## config.mk

```make
export PLATFORM = sky130hd
export DESIGN_NAME = irq_pending_latch8
export DESIGN_NICKNAME = d
export VERILOG_FILES = /design/src/rtl/irq_pkg.sv /design/src/rtl/irq_sync_bit.sv /design/src/rtl/irq_pending_latch8.sv
export SDC_FILE = /design/constraint.sdc
export NUM_CORES = 1
export LEC_CHECK = 0
export CORE_MARGIN = 5
export CORE_UTILIZATION = 42
export DETAILED_ROUTE_END_ITERATION = 10
export PLACE_DENSITY = 0.83
export SYNTH_ARGS = -nofsm -noshare
export SYNTH_HDL_FRONTEND = slang
export SYNTH_SLANG_ARGS = --single-unit
```

## constraint.sdc

```tcl
create_clock -name clk -period 2.5 [get_ports clk]
set_input_delay 0.375 -clock clk [delete_from_list [all_inputs] [get_ports clk]]
set_output_delay 0.375 -clock clk [all_outputs]
set_load 0.05 [all_outputs]
```

## src/rtl/irq_pkg.sv

```systemverilog
// Shared types and constants for the 8-line interrupt pending latch.
package irq_pkg;

  localparam int IRQ_N   = 8;
  localparam int IRQ_IDW = 3;

  typedef logic [IRQ_N-1:0]   irq_vec_t;
  typedef logic [IRQ_IDW-1:0] irq_id_t;

  // One-hot decode of a line index, used to build the per-line clear vector.
  function automatic irq_vec_t irq_onehot(input irq_id_t id);
    irq_vec_t v;
    v = '0;
    v[id] = 1'b1;
    return v;
  endfunction

endpackage

```

## src/rtl/irq_sync_bit.sv

```systemverilog
// Parameterized-depth flop synchronizer for one asynchronous request bit.
module irq_sync_bit #(
  parameter int STAGES = 2
) (
  input  logic clk,
  input  logic rst_n,
  input  logic d,
  output logic q
);

  logic [STAGES-1:0] ff;

  always_ff @(posedge clk or negedge rst_n) begin
    if (!rst_n) begin
      ff <= '0;
    end else begin
      ff <= {ff[STAGES-2:0], d};
    end
  end

  assign q = ff[STAGES-1];

endmodule

```

## src/rtl/irq_pending_latch8.sv

```systemverilog
// Sticky per-line interrupt pending latch feeding an 8-to-3 priority encoder.
// Optional input synchronizer enabled by defining IRQ_SYNC_EN.
module irq_pending_latch8
  import irq_pkg::*;
#(
  parameter int SYNC_STAGES = 2
) (
  input  logic     clk,
  input  logic     rst_n,
  input  irq_vec_t irq_in,
  input  irq_vec_t irq_mask,
  input  irq_vec_t edge_mode,
  input  logic     ack,
  input  irq_id_t  ack_id,
  input  logic     ovr_clr,
  output irq_vec_t pend_out,
  output logic     pend_valid,
  output irq_vec_t overrun
);

  irq_vec_t s;
  irq_vec_t prev;
  irq_vec_t pending;
  irq_vec_t ovr_q;
  irq_vec_t set_v;
  irq_vec_t clr_v;

`ifdef IRQ_SYNC_EN
  for (genvar i = 0; i < IRQ_N; i++) begin : g_sync
    irq_sync_bit #(.STAGES(SYNC_STAGES)) u_sync (
      .clk   (clk),
      .rst_n (rst_n),
      .d     (irq_in[i]),
      .q     (s[i])
    );
  end
`else
  assign s = irq_in;
`endif

  // prev resets to 0, so a line already high at reset release reads as an edge.
  always_comb begin
    set_v = (edge_mode & s & ~prev) | (~edge_mode & s);
    clr_v = ack ? irq_onehot(ack_id) : '0;
  end

  // ack/ack_id: single-cycle pulse, sampled on the rising edge; no backpressure.
  // A set on the same edge as a clear wins, so a held level line re-pends.
  always_ff @(posedge clk or negedge rst_n) begin
    if (!rst_n) begin
      prev    <= '0;
      pending <= '0;
      ovr_q   <= '0;
    end else begin
      prev    <= s;
      pending <= set_v | (pending & ~clr_v);
      ovr_q   <= (ovr_q & {IRQ_N{~ovr_clr}}) | (edge_mode & set_v & pending & ~clr_v);
    end
  end

  // Masking affects only what the encoder sees; masked lines keep latching.
  assign pend_out   = pending & irq_mask;
  assign pend_valid = |pend_out;
  assign overrun    = ovr_q;

endmodule

```

After elaboration in Yosys (flattened, before gate mapping):

Cells that the tools add are included.

* add/subtract/negate cells: 0
* multiply operators: 0
* div/mod/pow operators: 0
* order comparisons: 2
* equal/unequal tests: 0
* shift-type cells: 0
* mux-type cells: 3
* bitwise operators: 16
* reductions and logical operators: 2

Operators by type and width (count)
* AND 8 bit: 9
* inverter 8 bit: 3
* bitwise OR 8 bit: 3
* two-way mux 8 bit: 1
* OR reduction 8 bit: 1
* < comparator 3 x 4 -> 1 bit, second input constant: 1
* demux 1 bit (select 3 bit): 1
* greater-or-equal comparator 3 x 1 -> 1 bit, second input constant: 1
* logical AND 1 bit: 1
* two-way mux 1 bit: 1
* inverter 1 bit: 1

* flip-flop bits (word level): 24
* bits in latches: 0
* RAM bits: 0
* bits in read-only memories: 0
* input bits: 31
* word-level logic and storage cells: 26
* memories: 0

Logic depth before layout (Yosys ltp):

* depth in word-level cells: 8
* mapped depth: 3
* depth with buffers taken out: 3

Worst setup path after synthesis:

No wires, ideal clock.

* path kind: input to output
* start point: in irq_mask[3]
* end point: out pend_valid
* arrival: 1961 ps
* data required time: 2125 ps
* slack: 164 ps
* stages: 3
* path through: and2_1 -> or4_1 -> or4_1

* word-level cells in the longest chain between the ends: 2

RTL lines
* start, declared: RTL line irq_pending_latch8.sv:11 `input irq_vec_t irq_mask,`
* AND 8 bit: RTL line irq_pending_latch8.sv:62 `assign pend_out = pending & irq_mask;`
* OR reduction 8 bit: RTL line irq_pending_latch8.sv:63 `assign pend_valid = |pend_out;`
* end, declared: RTL line irq_pending_latch8.sv:17 `output logic pend_valid,`

Every way passes these cells.

Worst setup path in the final report:

* start point: in irq_mask[2]
* end point: out pend_valid

Same word-level chain as after synthesis.

==> flow_summary.toml <==
[pwr]
power_frac_seq_pct = 48.8
vdd_drop_max_v = 0.000377
leakage_nw = 0.653
switching_power_mw = 0.267
intPower_mw = 0.607
clockPowerShare_pct = 23.2
swShare_pct = 30.6
p_per_area_mw_per_mm2 = 562
combPwrFrac_pct = 28.0

[outcome]
outcome = "completed"

[synthesis]
avgSynthCellArea_um2 = 10.3
async_flop_share_pct = 100
ys_seq_area_share_pct = 60.5
synth_warnings = 0
ys_ff_latch = 24
synth.distinct_cells = 16
syn_area_um2 = 992
syn_nets = 127
synth-edff-count = 0
syn_inst = 96
ys.flop_type = "dfrtp_1"

[critical_path]
cp-start-kind = "input port"
arrival_ns = 2.09
reg2reg_slack_ns = 1.69
cpPeakStageDelay_ns = 0.54
path_buf_inv = 2
rr_startpoint = "pending[1]$_DFF_PN0_"
worst_setup_path_end_kind = "output pin"
path_max_fanout = 2
cpMostUsedCell = "or4_4"
worstPathRequired_ns = 2.12
crit_type = "input port to output pin"
crit_family = "simple AND/OR/NAND/NOR gates"
reg2reg_to = "overrun[1]$_DFF_PN0_"
worstPathCellList = "clkdlybuf4s50_1 -> and2_4 -> or4_4 -> or4_4 -> buf_8"
reg2reg_depth = 2
critical-path-slowest-cell = "or4_4"

[floorplan]
placementRows = 17
core_region_area_mm2 = 0.00223
die_area_mm2 = 0.00343
initial_core_util_pct = 44.4
dieHeight_um = 58.6
pin_count = 48
fp.dieW_um = 58.6

[detailed_routing]
viasPerCell = 5.08
drt_iter0_markers = 26
ant_nets = 0
dr_total_vias = 900
drt-wirelength-per-cell_um = 15.4
wl_um = 2730
drt-pass1-iter-count = 4
drc = 0

[timing]
max_freq_mhz = 405
slew_headroom_pct = 66.1
whs_ns = 0.393
setup_violations = 0
post-route-period-util_pct = 98.7
rsz0062_at_grt = "no"
slew_violations = 0
fin_crit_ns = 2.47
finalSetupTns_ns = 0
hold_viol = 0
tightest_slew_ns = 0.506
skew_ns = 0.00587

[hold_path]
min-delay-path-class = "input port to async pin"

[placement]
io_buffers = 47
placed_area_mm2 = 0.00150
dp.final_hpwl_um = 2140
gp_congestion = 0.774

[job]
cap_viol_max_count = 0

[cells_and_area]
nFillCells = 190
utilization_pct = 69.6
layout-drive-gt1-share_pct = 11.4
mostFrequentLayoutCell = "clkdlybuf4s50_1"
diodes = 0
fin_area_mm2 = 0.00156
nets = 181
synthToLayoutAreaGrowth_pct = 56.7
final_cell_mix = "clkdlybuf4s50_1, dfrtp_1, nand2_1"

[cts]
post-cts-setup-buffers = 0
htreeDepth = 1
post_cts.resized_instances = 5
numCtsBuffers = 3
cts_root_buf = "clkbuf_4"
clk_pin_slew_ns = 0.13
cts_hold_buf = 0
worstSkewPairLatency_ns = 0.31
ctsLongestPathBuffers = 2
cts_sinks = 24
cts_tree = "built"

[grt]
grt_pass1_vias = 953
track_usage_pct = 17.3
grt_overflow_total = 0
grt_pass1_wl_um = 4510
antenna_found_initial = 0
grt_max_degree = 25
[synth_stat cells, types with 2 or more instances]
| cell | instances | area share [%] |
|---|---|---|
| o41ai_1 | 4 | 3.5 |
| or4_1 | 2 | 1.5 |
| o22ai_1 | 7 | 4.4 |
| nand4_1 | 2 | 1.3 |
| nand2_1 | 23 | 8.7 |
| nand3b_1 | 7 | 5.3 |
| o31ai_1 | 3 | 2.3 |
| and2_1 | 7 | 4.4 |
| dfrtp_1 | 24 | 61 |
| inv_1 | 11 | 4.2 |
[layer usage]
layer,GRT usage [%],routed length (µm),part of all wire (%)
met3,4.39,224,8.2
met4,5.83,36,1.3
met1,19.6,1080,40
met5,0,0,0
met2,31.6,1390,51
[final cells by class]
type	instances	area, µm²	share of cell area, %
inverters	11	41.3	2.65
flip-flops and latches	24	601	38.6
well taps	28	35.0	2.25
clock buffers	4	36.3	2.33
repair buffers	50	485	31.2
multi-input cells	60	357	22.9
[state kept, by name (all words and copies together), names as in the netlist]
name and flops:
overrun 8, pending 8, prev 8
[stage by stage]
stage / power, mW / setup slack (ns) / cells
6_report: 0.874 / 0.0336 / 177
5_1_grt: 0.916 / 0.00816 / 177
4_1_cts: 0.882 / 0.0464 / 177
3_5_place_dp: 0.677 / -0.0648 / 173
3_3_place_gp: 0.669 / -0.0224 / 173
2_1_floorplan: 0.553 / 0.164 / 96
[worst max-delay path by stage]
stage,start,end,slack (ns),cells after the start
floorplan,irq_mask[3],pend_valid,0.16,3
global placement,irq_mask[3],pend_valid,-0.02,5
finish,irq_mask[2],pend_valid,0.03,5
global route,irq_mask[2],pend_valid,0.008,5
CTS,irq_mask[2],pend_valid,0.05,5
detailed placement,irq_mask[3],pend_valid,-0.06,5
[power groups by stage]
stage          Combinational, mW  Clock (mW)  Sequential, mW
2_1_floorplan             0.0828           0           0.470
3_3_place_gp               0.236           0           0.433
3_5_place_dp               0.243           0           0.434
4_1_cts                    0.246       0.209           0.427
5_1_grt                    0.261       0.225           0.430
6_report                   0.245       0.203           0.427
[worst reg2reg max path: stages (launching register included)]
cell and delay [ns]:
dfrtp_1 0.42, o41ai_1 0.10, o22ai_1 0.16
[cells by family after synthesis]
| logic type | Yosys count | share of synthesized area (%) |
|---|---|---|
| compound gates | 16 | 11.6 |
| flops | 24 | 60.5 |
| simple gates | 44 | 23.3 |
| buf+inv | 12 | 4.54 |
Power figures use the tool's default switching activity.
==> variant (config.mk and constraints unchanged) <==
Build with the macro `IRQ_SYNC_EN` defined.
--- a/src/rtl/irq_pending_latch8.sv
+++ b/src/rtl/irq_pending_latch8.sv
@@ -1,5 +1,7 @@
 // Sticky per-line interrupt pending latch feeding an 8-to-3 priority encoder.
 // Optional input synchronizer enabled by defining IRQ_SYNC_EN.
+`define IRQ_SYNC_EN
+
 module irq_pending_latch8
   import irq_pkg::*;
 #(
Behaviour: not the same (Yosys sat finds a counterexample within 4 cycles, from zero or initial values and one cycle with rst_n low).
==> variant against the unedited design <==
- wire length rose by 3.9%
- clock power rose by 54%
- power rose by 43%
- sequential cell count rose by 16
- design area rose by 27%
- clock skew fell by 0.0016 ns
- setup slack improved by 0.040 ns
- synthesized area rose by 40%
- combinational power fell by 3%
- non-clock buffer count fell by 3
- largest power group unchanged
- highest routed layer unchanged
==> variant: results (changes against the unedited design) <==
Outcome
  • Status: finished, final reports clean

Clock tree
  • Total CTS buffers: 5 (+2)
  • H-tree Lvls: 2 (+1)
  • Worst-path clk slew: 0.10 ns (-0.03 ns)

Place
  • Pre-CTS setup slack: 0.0196 ns (+0.0844 ns)
  • Placed Instances: 205 (+18%)
  • Placed cell area: 0.00190 mm2 (+26%)
  • Dpl hpwl: 2.15 mm (+0.47%)
  • RePlAce Congestion: 0.746 (-3.7%)

Pwr
  • PwrDens: 636 mW/mm2 (+13%)
  • Clock share of power: 24.9% (+1.7 points)
  • Leak: 0.000834 uW (+28%)
  • P_int: 923 uW (+52%)
  • Comb power frac: 18.9% (-9.1 points)
  • Seq group: 704 uW (+65%)
  • Worst vdd ir: 363 uV (-3.7%)

Critical path
  • R2R Path End: overrun[3]
  • Worst flop-to-flop path startpoint: pending[3]
  • CP arrival: 2.05 ns (-0.04 ns)
  • Crit-path slowest cell: or4_1

Detailed routing
  • Vias: 1023 (+14%)
  • Routed vias/inst: 4.80 (-5.5%)
  • Detailed Route Iter0 Violations: 60 (+130%)
  • Drt wl/cell: 13.3 um (-14%)

Hold path
  • Hold Crit Class: primary input to asynchronous set/reset pin

Layout
  • Signal inverters: 10 (-1)
  • #MultiIn Comb: 62 (+3.3%)
  • FF/Latch Area: 0.00100 mm2 (+67%)
  • Final-layout clock-cell area share: 2.98% (+0.65 points)
  • Fraction of standard cell area in multi-input logic: 18.2% (-4.8 points)
  • Clock buf count: 8 (+4)
  • Layout cell share with drive strength beyond 1: 10.2% (-1.2 points)
  • Buffer share of cell area: 23.2% (-8.0 points)
  • Fillcell total: 252 (+33%)
  • Non-clk bufs: 47 (-6.0%)
  • Number of nets in the layout: 197 (+8.8%)

Logic synthesis
  • Mapped Cells: 113 (+18%)
  • FF+latch count, synth: 40 (+67%)
  • Synth area leaders: dfrtp_1 (72%), nand2_1 (6.5%), nand3b_1 (3.8%)
  • Netlist cell types: 17 (+1)
  • Sequential-to-total area share from yosys stat: 71.8% (+11 points)
  • Syn nets: 144 (+13%)
  • Ys Warns: 0 (unchanged)

Global routing
  • Pin count of the biggest net entering global routing: 41 (+64%)
  • Overall global routing resource usage: 13.4% (-3.9 points)
  • Vias in the first global route: 995 (+4.4%)
  • First-pass GRT wire length: 4.43 mm (-1.7%)

STA
  • Fin crit period: 2.43 ns (-0.0397 ns)
  • Min Hold Slack: 0.139 ns (-0.254 ns)
  • Setup slack after layout: 0.0732 ns (+0.0397 ns)
  • Clk_skew: 0.00430 ns (-0.00157 ns)
-- variant: metal layers --
layer / up-vias / wire length, um / GRT usage (%) / share of wire [%]
li1: 491 / - / - / -
met1: 486 / 1120 / 15.1 / 39
met2: 41 / 1380 / 21.9 / 49
met3: 5 / 295 / 6.16 / 10
met4: 0 / 42 / 5.57 / 1.5
met5: - / 0 / 0 / 0
-- variant: cells by family (layout without fill, tap and decap cells) --
group | after synthesis | after routing | share of synthesized area (%)
and+or+nand+nor | 46 | 46 | 17.3
DFF | 40 | 40 | 71.8
AOI/OAI and AO/OA | 16 | 16 | 7.90
buffers and inverters | 11 | 65 | 2.96
-- variant: critical path, delay by kind of cell --
kind | cells | cell delay (ns)
AND/OR/NAND/NOR | 3 | 1.10
buffers and inverters | 2 | 0.57
-- variant: repair_timing --
action | 4_1_cts | 5_1_grt
hold buffers | 0 | 0
endpoints found under the setup margin | 0 | 1
gates resized for setup | 0 | 4
